### src/rtl/imem_loader.sv
// imem_loader: assembles little-endian byte pairs from a byte stream into 16-bit
// instruction-memory writes, then raises run for the fetch/execute controller.
// Ports: clk, reset (async, active high); start + n_words request a load of
// n_words 16-bit words; rx_data/rx_valid/rx_ready byte stream handshake;
// mem_we/mem_addr/mem_wdata memory write port; busy while loading; load_done
// one-cycle pulse on completion; run level after a good load; err checksum fail.
// Optional feature: define LOADER_CSUM_EN to append and verify a trailing
// checksum byte (all data bytes plus checksum must sum to 0 mod 256).
`timescale 1ns/1ps
module imem_loader #(
   parameter int ADDR_W = 8,
   parameter logic [ADDR_W-1:0] BASE_ADDR = '0
) (
   input  logic              clk,
   input  logic              reset,
   input  logic              start,
   input  logic [ADDR_W:0]   n_words,
   input  logic [7:0]        rx_data,
   input  logic              rx_valid,
   output logic              rx_ready,
   output logic              mem_we,
   output logic [ADDR_W-1:0] mem_addr,
   output logic [15:0]       mem_wdata,
   output logic              busy,
   output logic              load_done,
   output logic              run,
   output logic              err
);
`ifdef LOADER_CSUM_EN
   typedef enum logic [2:0] {IDLE, LO, HI, WR, CSUM, DONE} state_t;
`else
   typedef enum logic [2:0] {IDLE, LO, HI, WR, DONE} state_t;
`endif
   state_t state, nxt;
   logic [ADDR_W:0] n_lat, count;
   logic take, go, last, enter_done, err_n;
   always_comb begin
      rx_ready = 1'b0;
      busy = 1'b0;
      mem_we = 1'b0;
      nxt = state;
      go = start && (state == IDLE || state == DONE);
      last = (count + 1'b1) == n_lat;
      case (state)
         IDLE, DONE: if (go) nxt = (n_words == '0) ? DONE : LO;
         LO: begin
            rx_ready = 1'b1;
            busy = 1'b1;
            if (rx_valid) nxt = HI;
         end
         HI: begin
            rx_ready = 1'b1;
            busy = 1'b1;
            if (rx_valid) nxt = WR;
         end
         WR: begin
            busy = 1'b1;
            mem_we = 1'b1;
`ifdef LOADER_CSUM_EN
            nxt = last ? CSUM : LO;
`else
            nxt = last ? DONE : LO;
`endif
         end
`ifdef LOADER_CSUM_EN
         CSUM: begin
            rx_ready = 1'b1;
            busy = 1'b1;
            if (rx_valid) nxt = DONE;
         end
`endif
         default: nxt = IDLE;
      endcase
      take = rx_valid && rx_ready;
      // a restart from DONE with zero words re-enters DONE and must pulse again
      enter_done = (nxt == DONE) && (state != DONE || go);
   end
`ifdef LOADER_CSUM_EN
   logic [7:0] sum;
   logic err_q;
   assign err_n = go ? 1'b0 : (state == CSUM && take) ? (8'(sum + rx_data) != 8'd0) : err_q;
   assign err = err_q;
   always_ff @(posedge clk or posedge reset) begin
      if (reset) begin
         sum <= '0;
         err_q <= 1'b0;
      end else begin
         err_q <= err_n;
         if (go) sum <= '0;
         else if (take && (state == LO || state == HI)) sum <= 8'(sum + rx_data);
      end
   end
`else
   assign err_n = 1'b0;
   assign err = 1'b0;
`endif
   always_ff @(posedge clk or posedge reset) begin
      if (reset) begin
         state <= IDLE;
         n_lat <= '0;
         count <= '0;
         mem_addr <= BASE_ADDR;
         mem_wdata <= '0;
         load_done <= 1'b0;
         run <= 1'b0;
      end else begin
         state <= nxt;
         load_done <= enter_done;
         run <= enter_done ? !err_n : go ? 1'b0 : run;
         if (go) begin
            n_lat <= n_words;
            count <= '0;
            mem_addr <= BASE_ADDR;
         end else if (state == WR) begin
            count <= count + 1'b1;
            mem_addr <= mem_addr + 1'b1;
         end
         if (take && state == LO) mem_wdata[7:0] <= rx_data;
         if (take && state == HI) mem_wdata[15:8] <= rx_data;
      end
   end
endmodule

### config.mk
export PLATFORM = sky130hd
export DESIGN_NAME = imem_loader
export DESIGN_NICKNAME = d
export VERILOG_FILES = /design/src/rtl/imem_loader.sv
export SDC_FILE = /design/constraint.sdc
export NUM_CORES = 1
export LEC_CHECK = 0
export BUFFER_PORTS_ARGS = -buffer_cell sky130_fd_sc_hd__buf_2
export CAP_MARGIN = 20
export CORE_MARGIN = 4
export CORE_UTILIZATION = 54
export CTS_CLUSTER_SIZE = 20
export DETAILED_ROUTE_END_ITERATION = 8
export GPL_TIMING_DRIVEN = 0
export PLACE_DENSITY = 0.89
export SETUP_SLACK_MARGIN = 0.5
export SYNTH_ARGS = -nofsm -noshare
export SYNTH_HDL_FRONTEND = slang
export SYNTH_SLANG_ARGS = --single-unit
### constraint.sdc
create_clock -name clk -period 2.6 [get_ports clk]
set_clock_uncertainty 0.15 [all_clocks]
set_input_delay 0.52 -clock clk [delete_from_list [all_inputs] [get_ports clk]]
set_output_delay 0.52 -clock clk [all_outputs]
set_load 0.005 [all_outputs]
## Yosys cells after proc, flatten, opt, wreduce, memory -nomap -nowiden

Cells that the tools add are included.
Widths: inputs -> output; s select.

| word-level totals | value |
|---|---|
| register bits after elaboration | 47 |
| bits of input ports | 21 |
| output and inout port bits | 30 |
| word-level logic and storage cells | 46 |

| operators by class | value |
|---|---|
| $add $sub $neg | 2 |
| equality and inequality tests | 7 |
| muxes and demuxes | 15 |
| reduce and logical (&&, ||, !) cells | 14 |

Operators with widths:

| operator | count |
|---|---|
| $mux 9 | 2 |
| $mux 8 | 2 |
| $mux 3 | 5 |
| $pmux 3 s4 | 1 |
| $add 9x1->9 const B | 1 |
| $eq 9x9->1 | 1 |
| $logic_not 9->1 | 1 |
| $add 8x1->8 const B | 1 |
| $eq 3x2->1 const B | 2 |
| $eq 3x3->1 const B | 2 |
| $logic_and 1x1->1 | 5 |
| $mux 1 | 5 |
| $reduce_bool 2->1 | 2 |
| $reduce_or 2->1 | 2 |
| $eq 3x1->1 const B | 1 |
| $logic_not 3->1 | 1 |
| $ne 3x3->1 const B | 1 |
| $reduce_or 3->1 | 1 |
| $logic_or 1x1->1 | 2 |

## Longest topological paths before layout

| logic depth | value |
|---|---|
| depth in word-level cells | 8 |
| mapped depth | 7 |
| gate-level depth less buffers | 6 |

## Least setup slack after synthesis

OpenSTA, ideal clock, no wires.

| path | value |
|---|---|
| path type | flip-flop to flip-flop |
| start | register count[0] |
| end | register state[0] |
| library setup time | 0.124 ns |
| data arrival time | 1.901 ns |
| required time | 2.326 ns |
| path slack | 0.425 ns |
| stages on the path, launching flop included | 8 |
| path buffers | 1 |
| clock period less this slack | 2.175 ns |
| path through | dfrtp_1 > ha_1 > buf_6 > xor3_1 > or3_1 > a21oi_2 > nor4_1 > o31a_1 |

| between the ends | value |
|---|---|
| longest elaborated chain between the ends | 4 |

Ends and longest elaborated chain:

| what | line | RTL |
|---|---|---|
| start: declaration | 35 | `logic [ADDR_W:0] n_lat, count;` |
| start signal: assignment | 115 | `count <= count + 1'b1;` |
| $add 9x1->9 | 43 | `last = (count + 1'b1) == n_lat;` |
| $eq 9x9->1 | 43 |  |
| $mux 3 | 62 | `nxt = last ? DONE : LO;` |
| $pmux 3 s4 | 44 | `case (state)` |
| net nxt[0] | 34 | `state_t state, nxt;` |
| end signal: assignment | 107 | `state <= nxt;` |
| end: declaration | 34 |  |

The timed path passes the listed nets, and every way through them passes these cells.
A chain may end at the register's enable or synchronous reset.

## Worst setup path after layout

Ends and elaborated chain as after synthesis.

==> flow_summary.toml <==
[route]
routedWlPerCell_um = 16.1
vias = 1840
first_pass_iters = 4
drc = 0
wl_um = 5310
first_iter_violations = 115
vias_per_cell = 5.59
ant_nets = 0

[critical_path]
crit_type = "reg2reg"
cp-end-kind = "flop"
worstPathArrival_ns = 2.13
path_max_fanout = 7
cpPeakStageDelay_ns = 0.46
path_cells = "ha_4 -> buf_6 -> xor3_1 -> or3_4 -> a21oi_4 -> nor4_4 -> o31a_1"
r2r_start = "count[0]"
r2r_cells = 7
r2r_slack_ns = 0.53
crit_slowest_cell = "dfrtp_2"
cp-start-kind = "flop"
reg2reg_to = "state[0]"
required_ns = 2.65

[sta]
rsz0062_at_grt = "yes"
slew_headroom_pct = 52.7
finalSetupViolations = 0
tightest_slew_ns = 0.707
min_period_ns = 2.07
slew_viol_final = 0
tns_ns = 0
max_freq_ghz = 0.482
finalCritPeriodShare_pct = 79.8
hold_viol = 0

[clocking]
cts_max_level = 2
cts_sinks = 47
cts_tree = "yes"
cts_root_buf = "clkbuf_8"
path_clk_slew_ns = 0.10
numCtsBuffers = 5
clock_latency_ns = 0.31
clockBufferDepth = 2

[placement]
portBuffers = 49
gp_congestion = 0.846
place_hpwl_um = 3440

[logic_synthesis]
seq_area_frac_synth_pct = 51.2
yosysWarnings = 0
syn_avg_cell_area_um2 = 11.0
syn_inst = 208
yosysTopAreaCellShare_pct = 51.2
synth_area_leaders = "dfrtp_1 (51%), mux2_2 (7.8%), mux2_1 (4.9%), xor2_1 (4.2%), nand2_1 (2.6%)"
yosys.area.top_type = "dfrtp_1"
async_flop_share_pct = 100
synth_seq_cells = 47
netlist_area_um2 = 2300
synth_ff_type = "dfrtp_1"
synth_edf_count = 0
syn-num-nets = 231
synth_cell_type_count = 43

[power]
power.density_nw_per_um2 = 985
p_sw_share_pct = 34.7
p_sw_w = 0.00101
clkPwrFrac_pct = 19.1
pwr-share-seq_pct = 40.0
combPwrFrac_pct = 40.9
leakage_nw = 1.39
p_int_w = 0.00191
vdd_drop_max_uv = 585

[job]
maxCapViolations = 0

[cells_and_area]
antenna-diode-count = 0
syn_to_final_growth_pct = 29.3
fin_util_pct = 73.2
final_cell_mix = "buf_2 (50), dfrtp_1 (46), nand2_1 (16), mux2_2 (16), nor2_1 (15)"
drive_above_1_share_pct = 40.1
final_common_cell = "buf_2"
nNetsFinal = 301
num-fill-cells = 269

[min_path]
holdCritStartpoint = "rx_data[6]"
min_path_type = "in2reg"
hold_path_depth = 2
min_to = "mem_wdata[14]"

[grt]
antenna_found_initial = 0
overflow = 0
grt_max_degree = 45
grt_pass1_wl_um = 8620
grt_pass1_vias = 1892
grtUsageTotal_pct = 21.1

[floorplanning]
die_y_um = 73.2
start_util_pct = 56.6
rows = 23
dieArea_um2 = 5360
core_area_um2 = 4060
die_w_um = 73.2
boundaryPins = 51

[status]
status = "completed"
kinds of logic after synthesis:
group | synth area share, %
other | 0.163
AO/OA/AOI/OAI | 10.3
XOR/XNOR | 7.13
multiplexers | 12.7
buffers and inverters | 2.89
adder cells (fa/ha/maj) | 1.09
flip-flops | 51.2
AND/OR/NAND/NOR | 14.4
sequential cells by signal (all words and copies together) (netlist names):
name and cells:
run 1, mem_addr 8, count 9, state 3, mem_wdata 16, n_lat 9
load_done 1
Yosys cell counts (3+ instances only):
cell type and count:
a21oi_1 3, and3_1 3, clkbuf_1 6, dfrtp_1 47, inv_1 3, mux2_1 10, mux2_2 16, nand2_1 16
nand2b_1 3, nand3_1 6, nand4_1 4, nor2_1 16, nor4_1 3, o21ai_0 5, o21ai_1 11, o31ai_1 4
xnor2_1 5, xor2_1 11
final cells by class:
class / instances / area, um2 / share of cell area [%]
Timing Repair Buffer: 63 / 365 / 12.3
Sequential cell: 47 / 1180 / 39.6
Tap cell: 50 / 62.6 / 2.11
Clock inverter: 3 / 47.5 / 1.60
Clock buffer: 5 / 68.8 / 2.32
Inverter: 4 / 15.0 / 0.505
Multi-Input combinational cell: 147 / 1160 / 39.0
Buffer: 10 / 73.8 / 2.49
critical path, delay by kind of cell, from the launching register on:
family	cells	cell delay (ns)
XOR/XNOR	1	0.18
buffers and inverters	1	0.12
flip-flops	1	0.46
AND/OR/NAND/NOR	2	0.42
adder cells (fa/ha/maj)	1	0.17
AO/OA/AOI/OAI	2	0.45
per-layer routing:
layer | wire, um | track usage, % | part of all wire (%)
met1 | 2310 | 27.1 | 44
met3 | 308 | 3.99 | 5.8
met5 | 0 | 0 | 0
met2 | 2540 | 33.1 | 48
met4 | 146 | 12.1 | 2.8
power by group through the flow:
stage               logic, W  registers [W]  clock network (W)
finish               0.00120        0.00117           0.000559
global route         0.00132        0.00121           0.000589
CTS                  0.00106        0.00117           0.000563
detailed placement   0.00102        0.00118                  0
global placement    0.000974        0.00116                  0
floorplan           0.000667        0.00116                  0
how the worst max path moves through the flow:
stage	from	end	slack [ns]	depth (start not counted)
2_1_floorplan	n_words[2]	state[0]	0.56	4
3_3_place_gp	reset	state[2]	0.25	2
3_5_place_dp	n_words[2]	state[0]	0.25	5
4_1_cts	state[2]	mem_we	0.45	5
5_1_grt	count[8]	load_done	0.43	5
6_report	count[0]	state[0]	0.53	7
through the flow:
| step | setup slack, ns | cells | total power (W) | instance area, um2 | hold WS [ns] |
|---|---|---|---|---|---|
| finish | 0.526 | 329 | 0.00292 | 2970 | 0.279 |
| global route | 0.426 | 329 | 0.00312 | 2970 | 0.290 |
| CTS | 0.454 | 320 | 0.00279 | 2800 | 0.275 |
| detailed placement | 0.251 | 308 | 0.00219 | 2630 | 0.246 |
| global placement | 0.248 | 307 | 0.00214 | 2610 | 0.312 |
| floorplan | 0.564 | 208 | 0.00182 | 2310 | 0.321 |
repair_timing:
| action | 4_1_cts | 5_1_grt |
|---|---|---|
| hold buffers | 1 | 0 |
| setup buffers | 3 | 9 |
| pin swaps | 0 | 4 |
| gates resized for setup | 6 | 25 |
| hold endpoints to repair | 3 | 0 |
| setup endpoints to repair | 3 | 18 |
No activity file was read; power rests on OpenSTA's default activity.
